<file path="src/rtl/cpu_sequencer.sv">
// cpu_sequencer: FETCH/EXEC run controller for the 4-bit accumulator CPU.
// Define CPU_SEQ_BREAKPOINT_EN to build the PC breakpoint ports and logic.
module cpu_sequencer #(
    parameter int unsigned IW           = 8,
    parameter int unsigned CNT_W        = 8,
    parameter int unsigned RUN_ON_RESET = 0
) (
    input  logic             clk,
    input  logic             rst,
    input  logic             run_req,
    input  logic             step_req,
    input  logic             stop_req,
    input  logic [IW-1:0]    rom_data,
    input  logic [3:0]       dec_ld,
    input  logic             dec_hlt,
`ifdef CPU_SEQ_BREAKPOINT_EN
    input  logic [3:0]       pc_val,
    input  logic [3:0]       bp_addr,
    input  logic             bp_arm,
    output logic             bp_hit,
`endif
    output logic [IW-1:0]    ir,
    output logic [3:0]       ld,
    output logic             pc_inc,
    output logic             flag_we,
    output logic             running,
    output logic             halted,
    output logic [CNT_W-1:0] retired
);

    typedef enum logic [1:0] {
        S_IDLE   = 2'd0,
        S_FETCH  = 2'd1,
        S_EXEC   = 2'd2,
        S_HALTED = 2'd3
    } state_t;

    localparam state_t RST_STATE   = (RUN_ON_RESET != 0) ? S_FETCH : S_IDLE;
    localparam logic   RST_RUNNING = (RUN_ON_RESET != 0);

    state_t           state;
    state_t           state_d;
    logic [IW-1:0]    ir_d;
    logic             running_d;
    logic             halted_d;
    logic [CNT_W-1:0] retired_d;
    logic             stop_q;
    logic             stop_d;
    logic             bp_take;

`ifdef CPU_SEQ_BREAKPOINT_EN
    logic bp_skip;

    // The first fetch after a breakpoint stop is exempt so the stopped instruction can run.
    assign bp_take = running & bp_arm & (pc_val == bp_addr) & ~bp_skip;

    always_ff @(posedge clk) begin
        if (rst) begin
            bp_hit  <= 1'b0;
            bp_skip <= 1'b0;
        end else begin
            bp_hit  <= (state == S_FETCH) & bp_take;
            if (state == S_FETCH) begin
                bp_skip <= bp_take;
            end
        end
    end
`else
    assign bp_take = 1'b0;
`endif

    always_ff @(posedge clk) begin
        if (rst) begin
            state <= RST_STATE;
        end else begin
            state <= state_d;
        end
    end

    always_ff @(posedge clk) begin
        if (rst) begin
            ir      <= '0;
            running <= RST_RUNNING;
            halted  <= 1'b0;
            retired <= '0;
            stop_q  <= 1'b0;
        end else begin
            ir      <= ir_d;
            running <= running_d;
            halted  <= halted_d;
            retired <= retired_d;
            stop_q  <= stop_d;
        end
    end

    // Next-state and commit strobes; strobes are only ever live in EXEC.
    always_comb begin
        state_d   = state;
        ir_d      = ir;
        running_d = running;
        halted_d  = halted;
        retired_d = retired;
        stop_d    = stop_q;
        ld        = 4'b0000;
        pc_inc    = 1'b0;
        flag_we   = 1'b0;

        case (state)
            S_IDLE: begin
                if (step_req) begin
                    state_d   = S_FETCH;
                    running_d = 1'b0;
                end else if (run_req && !stop_req) begin
                    state_d   = S_FETCH;
                    running_d = 1'b1;
                end
            end
            S_FETCH: begin
                stop_d = stop_q | stop_req;
                if (bp_take) begin
                    state_d   = S_IDLE;
                    running_d = 1'b0;
                    stop_d    = 1'b0;
                end else begin
                    ir_d    = rom_data;
                    state_d = S_EXEC;
                end
            end
            S_EXEC: begin
                stop_d = stop_q | stop_req;
                if (dec_hlt) begin
                    state_d  = S_HALTED;
                    halted_d = 1'b1;
                end else begin
                    ld      = dec_ld;
                    pc_inc  = ~dec_ld[3];
                    flag_we = 1'b1;
                    if (retired != {CNT_W{1'b1}}) begin
                        retired_d = retired + CNT_W'(1);
                    end
                    if (running && !(stop_q || stop_req)) begin
                        state_d = S_FETCH;
                    end else begin
                        state_d   = S_IDLE;
                        running_d = 1'b0;
                        stop_d    = 1'b0;
                    end
                end
            end
            default: begin
                state_d = S_HALTED;
            end
        endcase

        // A reset cycle must never commit anything, even mid-EXEC.
        if (rst) begin
            ld      = 4'b0000;
            pc_inc  = 1'b0;
            flag_we = 1'b0;
        end
    end

endmodule

</file>
<file path="config.mk">
export PLATFORM = sky130hd
export DESIGN_NAME = cpu_sequencer
export DESIGN_NICKNAME = d
export VERILOG_FILES = /design/src/rtl/cpu_sequencer.sv
export SDC_FILE = /design/constraint.sdc
export NUM_CORES = 1
export LEC_CHECK = 0
export CORE_MARGIN = 2
export CORE_UTILIZATION = 30
export DETAILED_ROUTE_END_ITERATION = 8
export GPL_TIMING_DRIVEN = 0
export PLACE_DENSITY = 0.64
export SYNTH_ARGS = -nofsm -noshare
export SYNTH_HDL_FRONTEND = slang
export SYNTH_SLANG_ARGS = --single-unit
</file>
<file path="constraint.sdc">
create_clock -name clk -period 2.8 [get_ports clk]
set_input_delay 0.7 -clock clk [delete_from_list [all_inputs] [get_ports clk]]
set_output_delay 0.7 -clock clk [all_outputs]
set_load 0.1 [all_outputs]
</file>
# Word-level counts from Yosys, hierarchy flattened

Index checks and enable logic that the tools add are counted.

Register bits after elaboration: 21
Input bits: 18
Output and inout port bits: 24
Word-level logic and storage cells: 49

Add/sub/neg operators: 1
Eq/ne operators: 6
Multiplexer cells: 22
Bitwise logic cells: 3
Reduce and logical (&&, ||, !) cells: 11

Operator list:

| cell                                           | count |
|---|---|
| 2-to-1 mux 1 bit                               | 13 |
| 2-to-1 mux 4 bit                               | 3 |
| adder 8 x 1 -> 8 bit (second input constant)   | 1 |
| != test 8 bit (second input constant)          | 1 |
| 2-to-1 mux 2 bit                               | 3 |
| case mux 2 bit (3 select lines)                | 1 |
| != test 2 bit (second input constant)          | 2 |
| case mux 1 bit (2 select lines)                | 2 |
| AND reduction 4 bit                            | 1 |
| nonzero test 2 bit                             | 2 |
| != test 3 bit (second input constant)          | 1 |
| AND reduction 3 bit                            | 1 |
| == test 2 x 1 -> 1 bit (second input constant) | 1 |
| == test 2 bit (second input constant)          | 1 |
| logical AND 1 bit                              | 2 |
| logical NOT 1 bit                              | 2 |
| logical NOT 2 bit                              | 1 |
| NOT 1 bit                                      | 2 |
| AND reduction 2 bit                            | 1 |
| logical OR 1 bit                               | 1 |
| bitwise OR 1 bit                               | 1 |

# Logic depth before layout (Yosys ltp)

Gate-level depths: netlist (run 1).

Depth in word-level cells: 6
Depth in mapped cells: 6
Depth with buffers taken out: 6

# Worst setup path after synthesis (run 1)

No wires, ideal clock.

Path kind: register to output
Start point: register state[0]
End point: output port ld[0]
Data arrival time: 3.875 ns
Data required time: 2.100 ns
Path slack: -1.775 ns
Stages on the path, launching flop included: 6
Buffers on the path: 0
Path through: dfxtp_1 inv_1 ha_1 inv_1 nor3_1 and2_1

Cells in the longest elaborated chain, start to end: 3

RTL lines:

| element                  | line | source |
|---|---|---|
| start: declaration       | 41   | `state_t state;` |
| start signal: assignment | 76   | `state <= state_d;` |
| == test 2 bit            | 108  | `case (state)` |
| 2-to-1 mux 4 bit         | 108  |  |
| 2-to-1 mux 4 bit         | 156  | `if (rst) begin` |
| end: declaration         | 23   | `output logic [3:0] ld,` |

Every way passes these cells.

# Final worst setup path (run 1)

Start point: register retired[3]
End point: output port retired[3]

RTL lines:

| element                  | line | source |
|---|---|---|
| start: declaration       | 28   | `output logic [CNT_W-1:0] retired` |
| start signal: assignment | 91   | `retired <= retired_d;` |

No word-level cell between the ends.

==> flow_summary.ini, run 1 <==
[synthesis]
synth_top_cell_by_area = sky130_fd_sc_hd__dfxtp_1
synth.lib_cells_used.distinct = 34
share_of_cell_area_taken_by_muxes_after_synthesis = 0.103
synth.most_common_cell = sky130_fd_sc_hd__dfxtp_1
synth_top_area_share = 0.431
yosysWarnings = 0
synth.avg_cell_area_um2 = 9.66
number_of_instances_in_the_synthesized_netlist = 101
register_bit_total_from_synthesis = 21
combinational_family_with_the_most_area_after_synthesis = simple AND/OR/NAND/NOR gates
synth_compound_area_frac = 0.126
synth_simple_gate_area_share = 0.217
post_synth_fa_ha_maj_area_fraction = 0.0641
ys_seq_area_frac = 0.431
synth_nets = 124
synth_async_sr_flop_share = 0
synth_enable_flop_cells = 0
ys_top_cells_by_count = 21 x sky130_fd_sc_hd__dfxtp_1, 16 x sky130_fd_sc_hd__nor2_1, 10 x sky130_fd_sc_hd__mux2i_1
ys.flop_type = sky130_fd_sc_hd__dfxtp_1
post_synth_main_area_contributors = sky130_fd_sc_hd__dfxtp_1 43%, sky130_fd_sc_hd__mux2i_1 10%, sky130_fd_sc_hd__ha_1 6.4%
synthesis.area_um2 = 976
post_synth_xor_area_fraction = 0.0359

[sta]
timing.final.max_slew_violations = 0
worst-slew-pin-transition_ps = 975
max-slew-margin-rel = 0.348
finalCriticalPeriod_ps = 2710
finalClockSkew_ps = 7.70
achievable_frequency_mhz = 369
final.period_utilization = 0.968
setup_tns_ps = 0
rsz0062_at_grt = false
report.final.setup_viol = 0
report.final.hold_viol_count = 0

[critical_path]
critPathTopFamily = buffers and inverters
critical_path.n_buffers_inverters = 1
cp_slowest_cell = sky130_fd_sc_hd__clkdlybuf4s50_1
cp-start-kind = register
crit_chain = clkdlybuf4s50_1
timing.critical_path.to_type = primary output
worst_r2r_path_depth = 6
worst-endpoint-required_ps = 2100
crit_fanout = 7
rr_startpoint = state[0]
worstPathArrival_ps = 2010
reg2reg_setup_slack_ps = 1080
critPathMaxStageDelay_ps = 1200
reg2reg_to = state[0]
setup.worst_path.class = reg -> out

[cells_and_area]
num-fill-cells = 297
antenna-diode-count = 0
multiInputGateArea_um2 = 562
utilization = 0.482
seqCellArea_um2 = 420
area_growth_syn_to_layout_pct = 52.1
instances_no_fill = 190
drive_gt1_frac = 0.137
net_total_in_the_final_layout = 170

[floorplanning]
core_um2 = 3080
ioPinCount = 42
die_w_um = 61.0
initial_core_utilization = 0.317
floorplan.die_area_um2 = 3730
dieHeight_um = 61.0
fp-row-count = 20

[worst_hold_path]
hold_crit_endpoint = running
min_delay_path_depth = 2
holdCritStartpoint = running
worstHoldPathType = reg -> reg

[power_and_ir_drop]
static-leakage-power_uw = 0.000558
max_vdd_drop_mv = 0.397
power-per-cell-area_nw_per_um2 = 699

[cts]
h_tree_level_count = 1
cts_hold_buffers_added = 0
numClockSinks = 21
clk_latency_ps = 310
cts_max_path_buffers = 2
clk_pin_slew_ps = 130
cts_buffer_count = 3
cts_tree = done
clock_tree_root_driver_cell = sky130_fd_sc_hd__clkbuf_4

[run]
maxCapViolations = 0

[routing]
dr_iter_0_viols = 9
detailroute.via_count = 913
number_of_detailed_route_iterations_in_the_first_pass = 4
drc = 0
drt-total-wl_um = 2370
drt.antenna.violating_nets = 0
wl_per_cell_um = 12.5
via_per_inst = 4.81

[grt]
gr-usage-all-layers = 0.135
global_route.overflow_total = 0
grt_start_max_net_pins = 14
antenna_violations_before_repair = 0
global_route_wire_length_before_repair_um = 3830
number_of_global_route_vias_before_repair = 922

[place]
placement.io_buffers = 41
post-place-cells = 186
dpl.hpwl_um = 1860
gpl.final_weighted_congestion = 0.830

[run_status]
outcome = finished, final reports clean
==> what timing repair did <==
item                                    4_1_cts  5_1_grt
gates resized for setup                      34        1
endpoints found under the setup margin        6        1
setup buffers                                 0        0
==> final cells by class <==
cell class                 count  area share
buffer                         3     0.00843
sequential                    21       0.283
timing repair buffer          41       0.265
inverter                       3     0.00759
multi-input combinational     74       0.379
clock buffer                   3      0.0152
clock inverter                 1     0.00506
tap                           44      0.0371
==> layout by cell type (no fill, tap or decap), types with 2 or more instances in the layout <==
cell type and count:
sky130_fd_sc_hd__a21oi_1 6, sky130_fd_sc_hd__and2_2 3, sky130_fd_sc_hd__buf_2 2, sky130_fd_sc_hd__buf_4 4, sky130_fd_sc_hd__clkbuf_1 2, sky130_fd_sc_hd__clkbuf_4 4
sky130_fd_sc_hd__clkdlybuf4s50_1 35, sky130_fd_sc_hd__dfxtp_1 21, sky130_fd_sc_hd__ha_1 5, sky130_fd_sc_hd__inv_1 3, sky130_fd_sc_hd__mux2i_1 10, sky130_fd_sc_hd__nand4_1 2
sky130_fd_sc_hd__nor2_1 16, sky130_fd_sc_hd__o211ai_1 2, sky130_fd_sc_hd__o21ai_0 2, sky130_fd_sc_hd__or3_1 2, sky130_fd_sc_hd__xor2_1 4
==> kinds of logic after synthesis <==
kind of cell               count (synthesis)
AOI/OAI and AO/OA                         17
xor gates and xnor gates                   4
adders and majority gates                  5
buffers and inverters                      6
DFF                                       21
muxes                                     10
and+or+nand+nor                           38
==> flip-flops by register name, summed over array words and instances (netlist names) <==
register	flops
running	1
ir	8
retired	8
stop_q	1
halted	1
state	2
==> per-layer routing <==
layer  vias to the layer above  part of all wire  track usage
met4                         0                 0       0.0435
met2                        30              0.51        0.252
met1                       428              0.43        0.152
li1                        455                 -            -
met3                         0             0.059       0.0252
met5                         -                 0            0
==> worst max path at each step <==
| stage | from | endpoint | slack [ps] | cells past startpoint |
|---|---|---|---|---|
| finish | retired[3] | retired[3] | 90 | 1 |
| global route | dec_hlt | ld[3] | 30 | 4 |
| CTS | dec_hlt | pc_inc | 80 | 3 |
| detailed placement | dec_hlt | ld[3] | -750 | 4 |
| global placement | dec_hlt | ld[1] | -730 | 4 |
| floorplan | state[0] | ld[0] | -310 | 5 |
==> worst min-delay path, delay by kind of cell (launching register included) <==
family / cells / cell delay (ps)
AO/OA/AOI/OAI: 2 / 130
flip-flops: 1 / 340
==> report_power, final <==
part	switching, uW	total [uW]	internal [uW]
sequential	27.2	368	341
combinational	357	516	159
clock	98.6	153	54.4
==> stage by stage <==
step,area [um2],hold WS [ps],setup WS [ps],power (uW)
2_1_floorplan,1010,495,-312,769
3_3_place_gp,1470,471,-727,884
3_5_place_dp,1470,485,-751,894
4_1_cts,1480,503,75.4,1050
5_1_grt,1480,528,31.9,1090
6_report,1480,493,88.8,1040
Note: power is estimated with default switching activity, not from simulation.
==> run 2: changes to the inputs <==
--- a/config.mk
+++ b/config.mk
@@ -9,6 +9,7 @@
 export CORE_UTILIZATION = 30
 export DETAILED_ROUTE_END_ITERATION = 8
 export GPL_TIMING_DRIVEN = 0
+export MAX_ROUTING_LAYER = met4
 export PLACE_DENSITY = 0.64
 export SYNTH_ARGS = -nofsm -noshare
 export SYNTH_HDL_FRONTEND = slang
==> run 2 against run 1 <==
- sequential power about the same
- critical path depth unchanged
- flip-flop and latch count is the same
- fmax is the same
- combinational power barely moved
- die area unchanged
- largest power group unchanged
- highest routed layer unchanged
==> flow_summary.ini, run 2 (synthesis results as in run 1) <==
[critical_path]
critical_path.n_buffers_inverters = 1
worst-endpoint-required_ps = 2100
critPathTopFamily = buffers and inverters
crit_chain = clkdlybuf4s50_1
crit_fanout = 7
cp_slowest_cell = sky130_fd_sc_hd__clkdlybuf4s50_1
worstPathArrival_ps = 2010
critPathMaxStageDelay_ps = 1200
timing.critical_path.to_type = primary output
setup.worst_path.class = reg -> out
cp-start-kind = register

[routing]
number_of_detailed_route_iterations_in_the_first_pass = 4
via_per_inst = 4.81
drt.antenna.violating_nets = 0
dr_iter_0_viols = 9
detailroute.via_count = 913
drc = 0
wl_per_cell_um = 12.5
drt-total-wl_um = 2370

[grt]
grt_start_max_net_pins = 14
global_route_wire_length_before_repair_um = 3830
number_of_global_route_vias_before_repair = 922
global_route.overflow_total = 0
antenna_violations_before_repair = 0
gr-usage-all-layers = 0.139

[sta]
achievable_frequency_mhz = 369
final.period_utilization = 0.968
rsz0062_at_grt = false
setup_tns_ps = 0
finalCriticalPeriod_ps = 2710
worst-slew-pin-transition_ps = 975
report.final.setup_viol = 0
finalClockSkew_ps = 7.84
report.final.hold_viol_count = 0
max-slew-margin-rel = 0.348
timing.final.max_slew_violations = 0

[place]
placement.io_buffers = 41
dpl.hpwl_um = 1860
gpl.final_weighted_congestion = 0.843

[cells_and_area]
num-fill-cells = 297
layout_commonest_cell = sky130_fd_sc_hd__clkdlybuf4s50_1
drive_gt1_frac = 0.137
seqCellArea_um2 = 420
multiInputGateArea_um2 = 562
area_growth_syn_to_layout_pct = 52.1
largest_registers_in_the_final_layout = ir x8, retired x8, state x2
antenna-diode-count = 0
utilization = 0.482
net_total_in_the_final_layout = 170
final_cell_mix = 35 x sky130_fd_sc_hd__clkdlybuf4s50_1, 21 x sky130_fd_sc_hd__dfxtp_1, 16 x sky130_fd_sc_hd__nor2_1, 10 x sky130_fd_sc_hd__mux2i_1, 6 x sky130_fd_sc_hd__a21oi_1

[floorplanning]
fp-row-count = 20
initial_core_utilization = 0.317
core_um2 = 3080
dieHeight_um = 61.0
die_w_um = 61.0
ioPinCount = 42
floorplan.die_area_um2 = 3730

[cts]
cts_max_path_buffers = 2
clock_tree_root_driver_cell = sky130_fd_sc_hd__clkbuf_4
cts_post_setup_buffers_inserted = 0
clk_latency_ps = 310
h_tree_level_count = 1
cts_buffer_count = 3
cts_tree = done
clk_pin_slew_ps = 130
numClockSinks = 21

[power_and_ir_drop]
static-leakage-power_uw = 0.000558
power-per-cell-area_nw_per_um2 = 699
max_vdd_drop_mv = 0.397

[run]
maxCapViolations = 0

[run_status]
outcome = finished, final reports clean

[worst_hold_path]
worstHoldPathType = reg -> reg
-- run 2: cell counts in the layout (fill, tap and decap cells not counted) --
No cell type changed its count.
-- run 2: area by class of cell --
class                      instances  area share
tap                               44      0.0371
sequential                        21       0.283
multi-input combinational         74       0.379
buffer                             3     0.00843
timing repair buffer              41       0.265
inverter                           3     0.00759
clock inverter                     1     0.00506
clock buffer                       3      0.0152
-- run 2: worst min-delay path, cell delays in order (launching register included) --
cell and delay, ps:
sky130_fd_sc_hd__dfxtp_1 340, sky130_fd_sc_hd__o31ai_1 70, sky130_fd_sc_hd__a21oi_1 60
-- run 2: metal layers --
layer / vias up / GRT usage / share of wire
met3: 0 / 0.0210 / 0.054
met2: 30 / 0.252 / 0.51
met5: - / - / 0
li1: 455 / - / -
met4: 0 / 0.0435 / 0
met1: 428 / 0.155 / 0.43
-- run 2: final timing paths --
kind,from,slack (ps),cells after the start,end
setup reg to reg,state[0],1080,6,state[0]
setup / recovery,retired[3],90,1,retired[3]
hold reg to reg,running,490,2,running
hold / removal,running,490,2,running
-- run 2: metrics by stage --
stage / setup WS (ps) / power, uW / hold WS [ps] / instances / instance area (um2)
4_1_cts: 75.4 / 1050 / 503 / 190 / 1480
2_1_floorplan: -312 / 769 / 495 / 101 / 1010
6_report: 88.8 / 1040 / 493 / 190 / 1480
3_5_place_dp: -751 / 894 / 485 / 186 / 1470
5_1_grt: 31.9 / 1090 / 528 / 190 / 1480
3_3_place_gp: -727 / 884 / 471 / 186 / 1470
-- run 2: timing repair --
item | in CTS | in global routing
hold buffers | 0 | 0
resized for setup | 34 | 1
setup endpoints to repair | 6 | 1
endpoints found under the hold margin | 0 | 0
-- run 2: where the power goes --
group | internal (uW) | total [uW] | switching [uW]
registers | 341 | 368 | 27.2
logic | 159 | 516 | 357
clock network | 54.4 | 153 | 98.5
